<file path="config.mk">
export PLATFORM = sky130hd
export DESIGN_NAME = audio_sfx_scheduler_flat
export DESIGN_NICKNAME = d
export VERILOG_FILES = /design/src/rtl/audio_sfx_scheduler_if.sv /design/src/rtl/audio_sfx_scheduler.sv /design/src/flat_wrapper.sv
export SDC_FILE = /design/constraint.sdc
export NUM_CORES = 1
export LEC_CHECK = 0
export CAP_MARGIN = 30
export CORE_MARGIN = 2
export CORE_UTILIZATION = 42
export DETAILED_ROUTE_END_ITERATION = 10
export GPL_ROUTABILITY_DRIVEN = 0
export PLACE_DENSITY = 0.79
export SETUP_SLACK_MARGIN = 0.2
export SLEW_MARGIN = 10
export SYNTH_ARGS = -nofsm -noshare
export SYNTH_HDL_FRONTEND = slang
export SYNTH_SLANG_ARGS = --single-unit
</file>
<file path="constraint.sdc">
create_clock -name clk -period 5.82 [get_ports clk]
set_clock_uncertainty 0.05 [all_clocks]
set_input_delay 1.164 -clock clk [delete_from_list [all_inputs] [get_ports clk]]
set_output_delay 1.164 -clock clk [all_outputs]
set_load 0.02 [all_outputs]
</file>
<file path="src/rtl/audio_sfx_scheduler_if.sv">
// Requester, sample-ROM and I2S-transmitter signals of the sound-effect scheduler.
// Directions are named from the scheduler's side (i_ into it, o_ out of it).
`timescale 1ns/1ps
interface audio_sfx_scheduler_if #(
  parameter int WIDTH   = 16,
  parameter int NUM_SRC = 4,
  parameter int ADDR_W  = 12,
  parameter int SRC_W   = (NUM_SRC > 1) ? $clog2(NUM_SRC) : 1
);
  logic [NUM_SRC-1:0]        i_trigger;
  logic [NUM_SRC*ADDR_W-1:0] i_src_base;
  logic [NUM_SRC*ADDR_W-1:0] i_src_len;
  logic                      i_ready;
  logic [WIDTH-1:0]          i_rom_data;
  logic [ADDR_W-1:0]         o_rom_addr;
  logic                      o_rom_rd;
  logic [2*WIDTH-1:0]        o_tx;
  logic                      o_on_off;
  logic [SRC_W-1:0]          o_active_src;
  logic [NUM_SRC-1:0]        o_sfx_done;

  modport slave (
    input  i_trigger, i_src_base, i_src_len, i_ready, i_rom_data,
    output o_rom_addr, o_rom_rd, o_tx, o_on_off, o_active_src, o_sfx_done
  );

  modport master (
    output i_trigger, i_src_base, i_src_len, i_ready, i_rom_data,
    input  o_rom_addr, o_rom_rd, o_tx, o_on_off, o_active_src, o_sfx_done
  );
endinterface

</file>
<file path="src/rtl/audio_sfx_scheduler.sv">
// Plays one sound effect at a time from a sample ROM into the I2S frame word,
// lowest requester index wins and pre-empts; all logic runs on the falling clock edge.
//
// state   | meaning
// IDLE    | nothing playing; loads the zero word on frame boundaries, starts lowest pending
// ISSUE   | one-cycle ROM read of base+offset for the active source
// CAPTURE | ROM data valid; latch it as the next sample and advance offset
// HOLD    | sample waiting for the next frame boundary
`timescale 1ns/1ps
module audio_sfx_scheduler #(
  parameter int WIDTH   = 16,
  parameter int NUM_SRC = 4,
  parameter int ADDR_W  = 12
) (
  input logic                  clk,
  input logic                  rst_n,
  audio_sfx_scheduler_if.slave bus
);
  localparam int SRC_W = (NUM_SRC > 1) ? $clog2(NUM_SRC) : 1;

  typedef enum logic [1:0] {S_IDLE, S_ISSUE, S_CAPTURE, S_HOLD} state_t;

  state_t               r_state, w_state_nxt;
  logic [SRC_W-1:0]     r_src, w_src_nxt;
  logic [ADDR_W-1:0]    r_offset, w_offset_nxt;
  logic [NUM_SRC-1:0]   r_pending, w_pending_nxt;
  logic [WIDTH-1:0]     r_next_sample, w_next_sample_nxt;
  logic [2*WIDTH-1:0]   r_tx, w_tx_nxt;
  logic                 r_on_off, w_on_off_nxt;
  logic [NUM_SRC-1:0]   r_done, w_done_nxt;
  logic                 r_ready_q;

  logic                 w_ready_rise;
  logic [NUM_SRC-1:0]   w_trig_v;
  logic [NUM_SRC-1:0]   w_pend_eff;
  logic [SRC_W-1:0]     w_tlow, w_plow;
  logic                 w_preempt;
  logic [ADDR_W-1:0]    w_base, w_len;

  function automatic logic [SRC_W-1:0] f_lowest(input logic [NUM_SRC-1:0] vec);
    f_lowest = '0;
    for (int i = NUM_SRC-1; i >= 0; i--)
      if (vec[i]) f_lowest = SRC_W'(i);
  endfunction

  // A zero-length request is dropped before it can become pending.
  always_comb begin
    w_trig_v = '0;
    for (int i = 0; i < NUM_SRC; i++)
      w_trig_v[i] = bus.i_trigger[i] && (bus.i_src_len[i*ADDR_W +: ADDR_W] != '0);
  end

  assign w_ready_rise = bus.i_ready && !r_ready_q;
  assign w_pend_eff   = r_pending | w_trig_v;
  assign w_tlow       = f_lowest(w_trig_v);
  assign w_plow       = f_lowest(w_pend_eff);
  assign w_base       = bus.i_src_base[int'(r_src)*ADDR_W +: ADDR_W];
  assign w_len        = bus.i_src_len[int'(r_src)*ADDR_W +: ADDR_W];
  // Equal index is a restart of the active source; lower index pre-empts it.
  assign w_preempt    = (r_state != S_IDLE) && (w_trig_v != '0) && (w_tlow <= r_src);

  always_comb begin
    w_state_nxt       = r_state;
    w_src_nxt         = r_src;
    w_offset_nxt      = r_offset;
    w_pending_nxt     = r_pending | w_trig_v;
    w_next_sample_nxt = r_next_sample;
    w_tx_nxt          = r_tx;
    w_done_nxt        = '0;
    case (r_state)
      S_IDLE: begin
        if (w_ready_rise) w_tx_nxt = '0;
        if (w_pend_eff != '0) begin
          w_src_nxt              = w_plow;
          w_offset_nxt           = '0;
          w_pending_nxt[w_plow]  = 1'b0;
          w_state_nxt            = S_ISSUE;
        end
      end
      S_ISSUE:   w_state_nxt = S_CAPTURE;
      S_CAPTURE: begin
        w_next_sample_nxt = bus.i_rom_data;
        w_offset_nxt      = r_offset + ADDR_W'(1);
        w_state_nxt       = S_HOLD;
      end
      S_HOLD: begin
        if (w_ready_rise) begin
          w_tx_nxt = {r_next_sample, r_next_sample};
          if (r_offset == w_len) begin
            w_done_nxt[r_src] = 1'b1;
            w_state_nxt       = S_IDLE;
          end else begin
            w_state_nxt = S_ISSUE;
          end
        end
      end
      default: w_state_nxt = S_IDLE;
    endcase
    // Pre-emption overrides everything: in-flight read and held sample are dropped, Tx untouched.
    if (w_preempt) begin
      w_src_nxt             = w_tlow;
      w_offset_nxt          = '0;
      w_pending_nxt[w_tlow] = 1'b0;
      w_next_sample_nxt     = r_next_sample;
      w_tx_nxt              = r_tx;
      w_done_nxt            = '0;
      w_state_nxt           = S_ISSUE;
    end
  end

  // onOff drops on the frame boundary that loads the trailing zero word.
  always_comb begin
    w_on_off_nxt = r_on_off;
    if ((r_state != S_IDLE) || (w_pend_eff != '0)) w_on_off_nxt = 1'b1;
    else if (w_ready_rise)                          w_on_off_nxt = 1'b0;
  end

  always_ff @(negedge clk or negedge rst_n) begin
    if (!rst_n) begin
      r_state       <= S_IDLE;
      r_src         <= '0;
      r_offset      <= '0;
      r_pending     <= '0;
      r_next_sample <= '0;
      r_tx          <= '0;
      r_on_off      <= 1'b0;
      r_done        <= '0;
      r_ready_q     <= 1'b0;
    end else begin
      r_state       <= w_state_nxt;
      r_src         <= w_src_nxt;
      r_offset      <= w_offset_nxt;
      r_pending     <= w_pending_nxt;
      r_next_sample <= w_next_sample_nxt;
      r_tx          <= w_tx_nxt;
      r_on_off      <= w_on_off_nxt;
      r_done        <= w_done_nxt;
      r_ready_q     <= bus.i_ready;
    end
  end

  assign bus.o_rom_rd     = (r_state == S_ISSUE);
  assign bus.o_rom_addr   = (r_state == S_ISSUE) ? (w_base + r_offset) : '0;
  assign bus.o_tx         = r_tx;
  assign bus.o_on_off     = r_on_off;
  assign bus.o_active_src = (r_state == S_IDLE) ? '0 : r_src;
  assign bus.o_sfx_done   = r_done;
endmodule

</file>
<file path="src/flat_wrapper.sv">
// flat-port wrapper written by rule: the top's interface ports become plain ports
module audio_sfx_scheduler_flat 
#(
  parameter int WIDTH   = 16,
  parameter int NUM_SRC = 4,
  parameter int ADDR_W  = 12
)
  (clk, rst_n, bus_i_trigger, bus_i_src_base, bus_i_src_len, bus_i_ready, bus_i_rom_data, bus_o_rom_addr, bus_o_rom_rd, bus_o_tx, bus_o_on_off, bus_o_active_src, bus_o_sfx_done);
  audio_sfx_scheduler_if #(.WIDTH(WIDTH), .NUM_SRC(NUM_SRC), .ADDR_W(ADDR_W)) bus_i ();
  input logic clk;
  input logic rst_n;
  input wire logic [$bits(bus_i.i_trigger)-1:0] bus_i_trigger;
  input wire logic [$bits(bus_i.i_src_base)-1:0] bus_i_src_base;
  input wire logic [$bits(bus_i.i_src_len)-1:0] bus_i_src_len;
  input wire logic [$bits(bus_i.i_ready)-1:0] bus_i_ready;
  input wire logic [$bits(bus_i.i_rom_data)-1:0] bus_i_rom_data;
  output wire logic [$bits(bus_i.o_rom_addr)-1:0] bus_o_rom_addr;
  output wire logic [$bits(bus_i.o_rom_rd)-1:0] bus_o_rom_rd;
  output wire logic [$bits(bus_i.o_tx)-1:0] bus_o_tx;
  output wire logic [$bits(bus_i.o_on_off)-1:0] bus_o_on_off;
  output wire logic [$bits(bus_i.o_active_src)-1:0] bus_o_active_src;
  output wire logic [$bits(bus_i.o_sfx_done)-1:0] bus_o_sfx_done;
  assign bus_i.i_trigger = bus_i_trigger;
  assign bus_i.i_src_base = bus_i_src_base;
  assign bus_i.i_src_len = bus_i_src_len;
  assign bus_i.i_ready = bus_i_ready;
  assign bus_i.i_rom_data = bus_i_rom_data;
  assign bus_o_rom_addr = bus_i.o_rom_addr;
  assign bus_o_rom_rd = bus_i.o_rom_rd;
  assign bus_o_tx = bus_i.o_tx;
  assign bus_o_on_off = bus_i.o_on_off;
  assign bus_o_active_src = bus_i.o_active_src;
  assign bus_o_sfx_done = bus_i.o_sfx_done;
  audio_sfx_scheduler #(.WIDTH(WIDTH), .NUM_SRC(NUM_SRC), .ADDR_W(ADDR_W)) u_core (.clk(clk), .rst_n(rst_n), .bus(bus_i));
endmodule
</file>
# Word-level counts from Yosys, hierarchy flattened
# Index checks and enable logic that the tools add are counted.
totals:
  latch_bits: 0
  rom_bits: 0
  in_bits: 119
  ramBits: 0
  output_inout_bits: 52
  ff_bits: 74
  elab_cells: 104
  n_memories: 0
op_classes:
  reduce_logical: 30
  shifts: 2
  n_bitwise: 6
  n_eq_ne: 8
  div_mod_pow: 0
  muxes: 39
  n_addsub: 2
  mul: 1
  n_lt_le_gt_ge: 7
op_table:
  columns: ["operator", "n"]
  rows:
  - ["48-bit by 32-bit indexed part select with 12-bit output", 2]
  - ["32-bit two-way mux", 2]
  - ["32-bit one-hot mux with 2 select lines", 1]
  - ["12-bit nonzero test", 4]
  - ["12-bit two-way mux", 3]
  - ["2-bit two-way mux", 15]
  - ["4-bit two-way mux", 7]
  - ["12-bit one-hot mux with 2 select lines", 1]
  - ["12-bit by 1-bit adder with 12-bit output (second input constant)", 1]
  - ["12-bit adder", 1]
  - ["12-bit equality test", 1]
  - ["1-bit logical AND", 10]
  - ["2-bit nonzero test", 5]
  - ["2-bit by 3-bit less-than comparator with 1-bit output (second input constant)", 3]
  - ["4-bit AND", 2]
  - ["4-bit NOT", 2]
  - ["2-bit one-hot mux with 4 select lines", 1]
  - ["2-bit AND reduction", 4]
  - ["4-bit nonzero test", 2]
  - ["1-bit demux with 2-bit select", 3]
  - ["2-bit by 1-bit >= comparator with 1-bit output (second input constant)", 3]
  - ["1-bit two-way mux", 6]
  - ["3-bit by 1-bit != test with 1-bit output (second input constant)", 2]
  - ["2-bit equality test (second input constant)", 2]
  - ["11 further kinds", 12]

# Logic depth before layout (Yosys ltp)
# Gate-level depths: netlist (run 1).
depth:
  depth_word: 17
  mapped_depth: 13
  ltp_nobuf: 11

==> impl_metrics.json, run 1 <==
{
  "status": "finished, violations left",
  "violations": "setup timing",
  "core_area_um2": 10230,
  "start_util": 0.4299,
  "synthAdderAreaFrac": 0.05576,
  "syn_inst": 388,
  "antenna_found_initial": 0,
  "slowest_delay_ns": 0.55,
  "crit_arrival_ns": 6.02,
  "synth_top_family_by_area": "compound AO/OA/AOI/OAI gates",
  "post_drt_wl_per_cell_um": 22.28,
  "yosysMostFrequentCell": "dfrtn_1",
  "port_buffers": 170,
  "setup_tns_ns": -61.66,
  "ys_seq_elements": 58,
  "synth_top_area_share": 0.3300,
  "grt-ovfl-total": 0,
  "cp_top_family": "compound AO/OA/AOI/OAI gates",
  "synthTopCellsByCount": "58 x dfrtn_1, 23 x mux4_2, 19 x o21ai_0, 18 x ha_1, 18 x xnor2_1",
  "worst_hold_path_type": "register to register",
  "worstPathRequired_ns": 4.61,
  "critPathBufInv": 1,
  "synthesis.nets": 526,
  "synth_area_per_cell_um2": 11.33,
  "synth.area.mux_share": 0.1747,
  "synthArstFlopShare": 1.000,
  "syn_area_um2": 4398,
  "path_clk_slew_ns": 0.05,
  "path_class": "register to output pin",
  "yosys.area_share.simple": 0.1420,
  "cp_max_fo": 3,
  "drcViolationCount": 0,
  "synth_cell_types": 67,
  "synthToLayoutAreaGrowth_pct": 82.42,
  "powerDensity_nw_per_um2": 468.9,
  "h-tree-depth": 3,
  "place_ws_ns": -1.516,
  "yosysWarnings": 0,
  "crit_slowest_cell": "mux4_2",
  "cts_num_sinks": 58,
  "dr.pass1.iters": 5,
  "maxCapViolCount": 0,
  "viasPerCell": 5.883,
  "die_area_um2": 11310,
  "pin_count": 171,
  "peakVddDrop_mv": 0.3773,
  "cts_buffers": 9,
  "end_kind": "output pin",
  "drtIter0Drc": 359,
  "grt_first_pass_wirelength_um": 25450,
  "drive_above_1_share": 0.5219,
  "nets": 817,
  "placed_area_um2": 6868,
  "cellLeakagePower_nw": 3.598,
  "die_h_um": 106.3,
  "hold_viol": 0,
  "finalInstanceArea_um2": 8023,
  "track_usage": 0.2905,
  "setup_viol_count_final": 69,
  "die_x_um": 106.3,
  "slew_headroom": 0.6666,
  "synthXorXnorAreaFrac": 0.03784,
  "dp_hpwl_um": 11470,
  "clockBufferDepth": 2,
  "setup_ws_ns": -1.418,
  "synth_ff_type": "dfrtn_1",
  "drv_slew": 0,
  "row_count": 37,
  "vias": 4824,
  "root_buffer": "clkbuf_8",
  "yosys.area.top_type": "dfrtn_1",
  "ant_nets": 0,
  "grt_max_degree": 59,
  "synth_compound_area_frac": 0.1974,
  "synth_area_leaders": "dfrtn_1 33%, mux4_2 12%, ha_1 5.1%",
  "path_cells": "mux4_2 -> ha_4 -> fa_2 -> a21o_1 -> a211oi_4 -> o21ai_2 -> a41oi_2 -> xnor2_1 -> and2_4 -> buf_6",
  "cts_hold_buf": 0,
  "synth_edf_count": 0,
  "grt_pass1_vias": 4875,
  "final_util": 0.7842,
  "ys_seq_area_frac": 0.3300,
  "cp-start-kind": "register",
  "n_antenna_cell": 0,
  "cts_tree": "done",
  "rsz0062_at_grt": "true",
  "clkLatencyLatePin_ns": 0.34,
  "worst_pin_slew_ns": 0.5001,
  "totalPowerFinal_mw": 3.762,
  "drt-total-wl_um": 18270
}
repair_timing:
item | CTS | global route
pin swaps | 60 | 56
cloned | 6 | 0
endpoints found under the setup margin | 72 | 72
setup buffers | 31 | 16
resized for setup | 302 | 72
power breakdown:
group	total, mW	internal, mW	switching, mW	leakage [nW]
registers	0.678	0.554	0.124	0.741
clock network	0.475	0.288	0.187	0.124
logic	2.61	1.43	1.18	2.73
worst paths after layout:
path,from,end,slack [ns],depth (start not counted)
worst max-delay path,u_core.r_src[0],bus_o_rom_addr[10],-1.42,10
worst min-delay path,u_core.r_next_sample[4],u_core.r_next_sample[4],0.42,1
worst max register to register,u_core.r_src[1],u_core.r_offset[2],2.99,12
worst min register to register,u_core.r_next_sample[4],u_core.r_next_sample[4],0.42,1
max in group asynchronous,rst_n,u_core.r_pending[0],1.86,2
min in group asynchronous,rst_n,u_core.bus.o_tx[26],3.57,2
flip-flops by register name (all words and copies together) (netlist names):
name / count
u_core.r_state: 2
u_core.bus.o_on_off: 1
u_core.r_ready_q: 1
u_core.r_next_sample: 16
u_core.bus.o_tx: 16
u_core.r_offset: 12
u_core.bus.o_sfx_done: 4
u_core.r_src: 2
u_core.r_pending: 4
cells in the final DEF (no fill, tap or decap), drive strengths merged, types with 2 or more instances in the layout:
master / instances
or2: 6
a22o: 16
and3: 2
dfrtn: 58
nand3: 9
ha: 18
and2: 9
o31ai: 8
a21o: 8
clkinv: 3
clkbuf: 19
or4: 15
nand4: 6
nor2: 17
nor3: 13
nand2: 18
o21a: 10
inv: 11
nand2b: 4
o21ai: 20
clkdlybuf4s50: 106
a21oi: 11
dlygate4sd2: 3
xnor2: 18
a211oi: 9
clkdlybuf4s15: 10
o41ai: 4
mux4: 24
a31oi: 2
a21boi: 4
bufinv: 3
and3b: 2
o31a: 3
mux2: 16
buf: 182
per-layer routing:
metal | part of all wire | vias to the layer above | track usage
li1 | - | 2070 | -
met1 | 0.36 | 2382 | 0.3488
met2 | 0.53 | 288 | 0.5201
met3 | 0.067 | 84 | 0.04292
met4 | 0.044 | 0 | 0.1165
met5 | 0 | - | 0
cell type report:
class | instances | area, um2
clock buffer | 9 | 123.9
clock inverter | 7 | 125.1
fill | 573 | 2208
inverter | 10 | 37.54
multi-input combinational | 289 | 3173
sequential | 58 | 1451
tap | 136 | 170.2
timing repair buffer | 311 | 2942
cells by family after synthesis:
kind of cell	count (synthesis)
compound gates	106
xor+xnor	19
fa+ha+maj	19
buf+inv	42
flops	58
mux	41
simple gates	103
through the flow:
stage,hold WS [ns],instances
finish,0.4159,820
global route,0.4213,820
CTS,0.4081,804
detailed placement,0.3975,751
global placement,0.3792,751
floorplan,0.3780,388
worst register-to-register path, cell delays in order (launching register included):
cell and delay, ns:
dfrtn_1 0.54, buf_6 0.18, buf_12 0.17, inv_2 0.08, ha_1 0.32, a21o_1 0.22, a21oi_4 0.20, buf_12 0.14
a211oi_4 0.07, buf_12 0.14, buf_8 0.12, o31ai_2 0.29, o21ai_1 0.13
(Power assumes the default switching activity.)
==> inputs of run 2 (changes only) <==
Settings changed: HOLD_SLACK_MARGIN set to 0.05.
==> results of run 2 <==
Same layout as run 1: the final DEF is identical, and so are final timing and power.
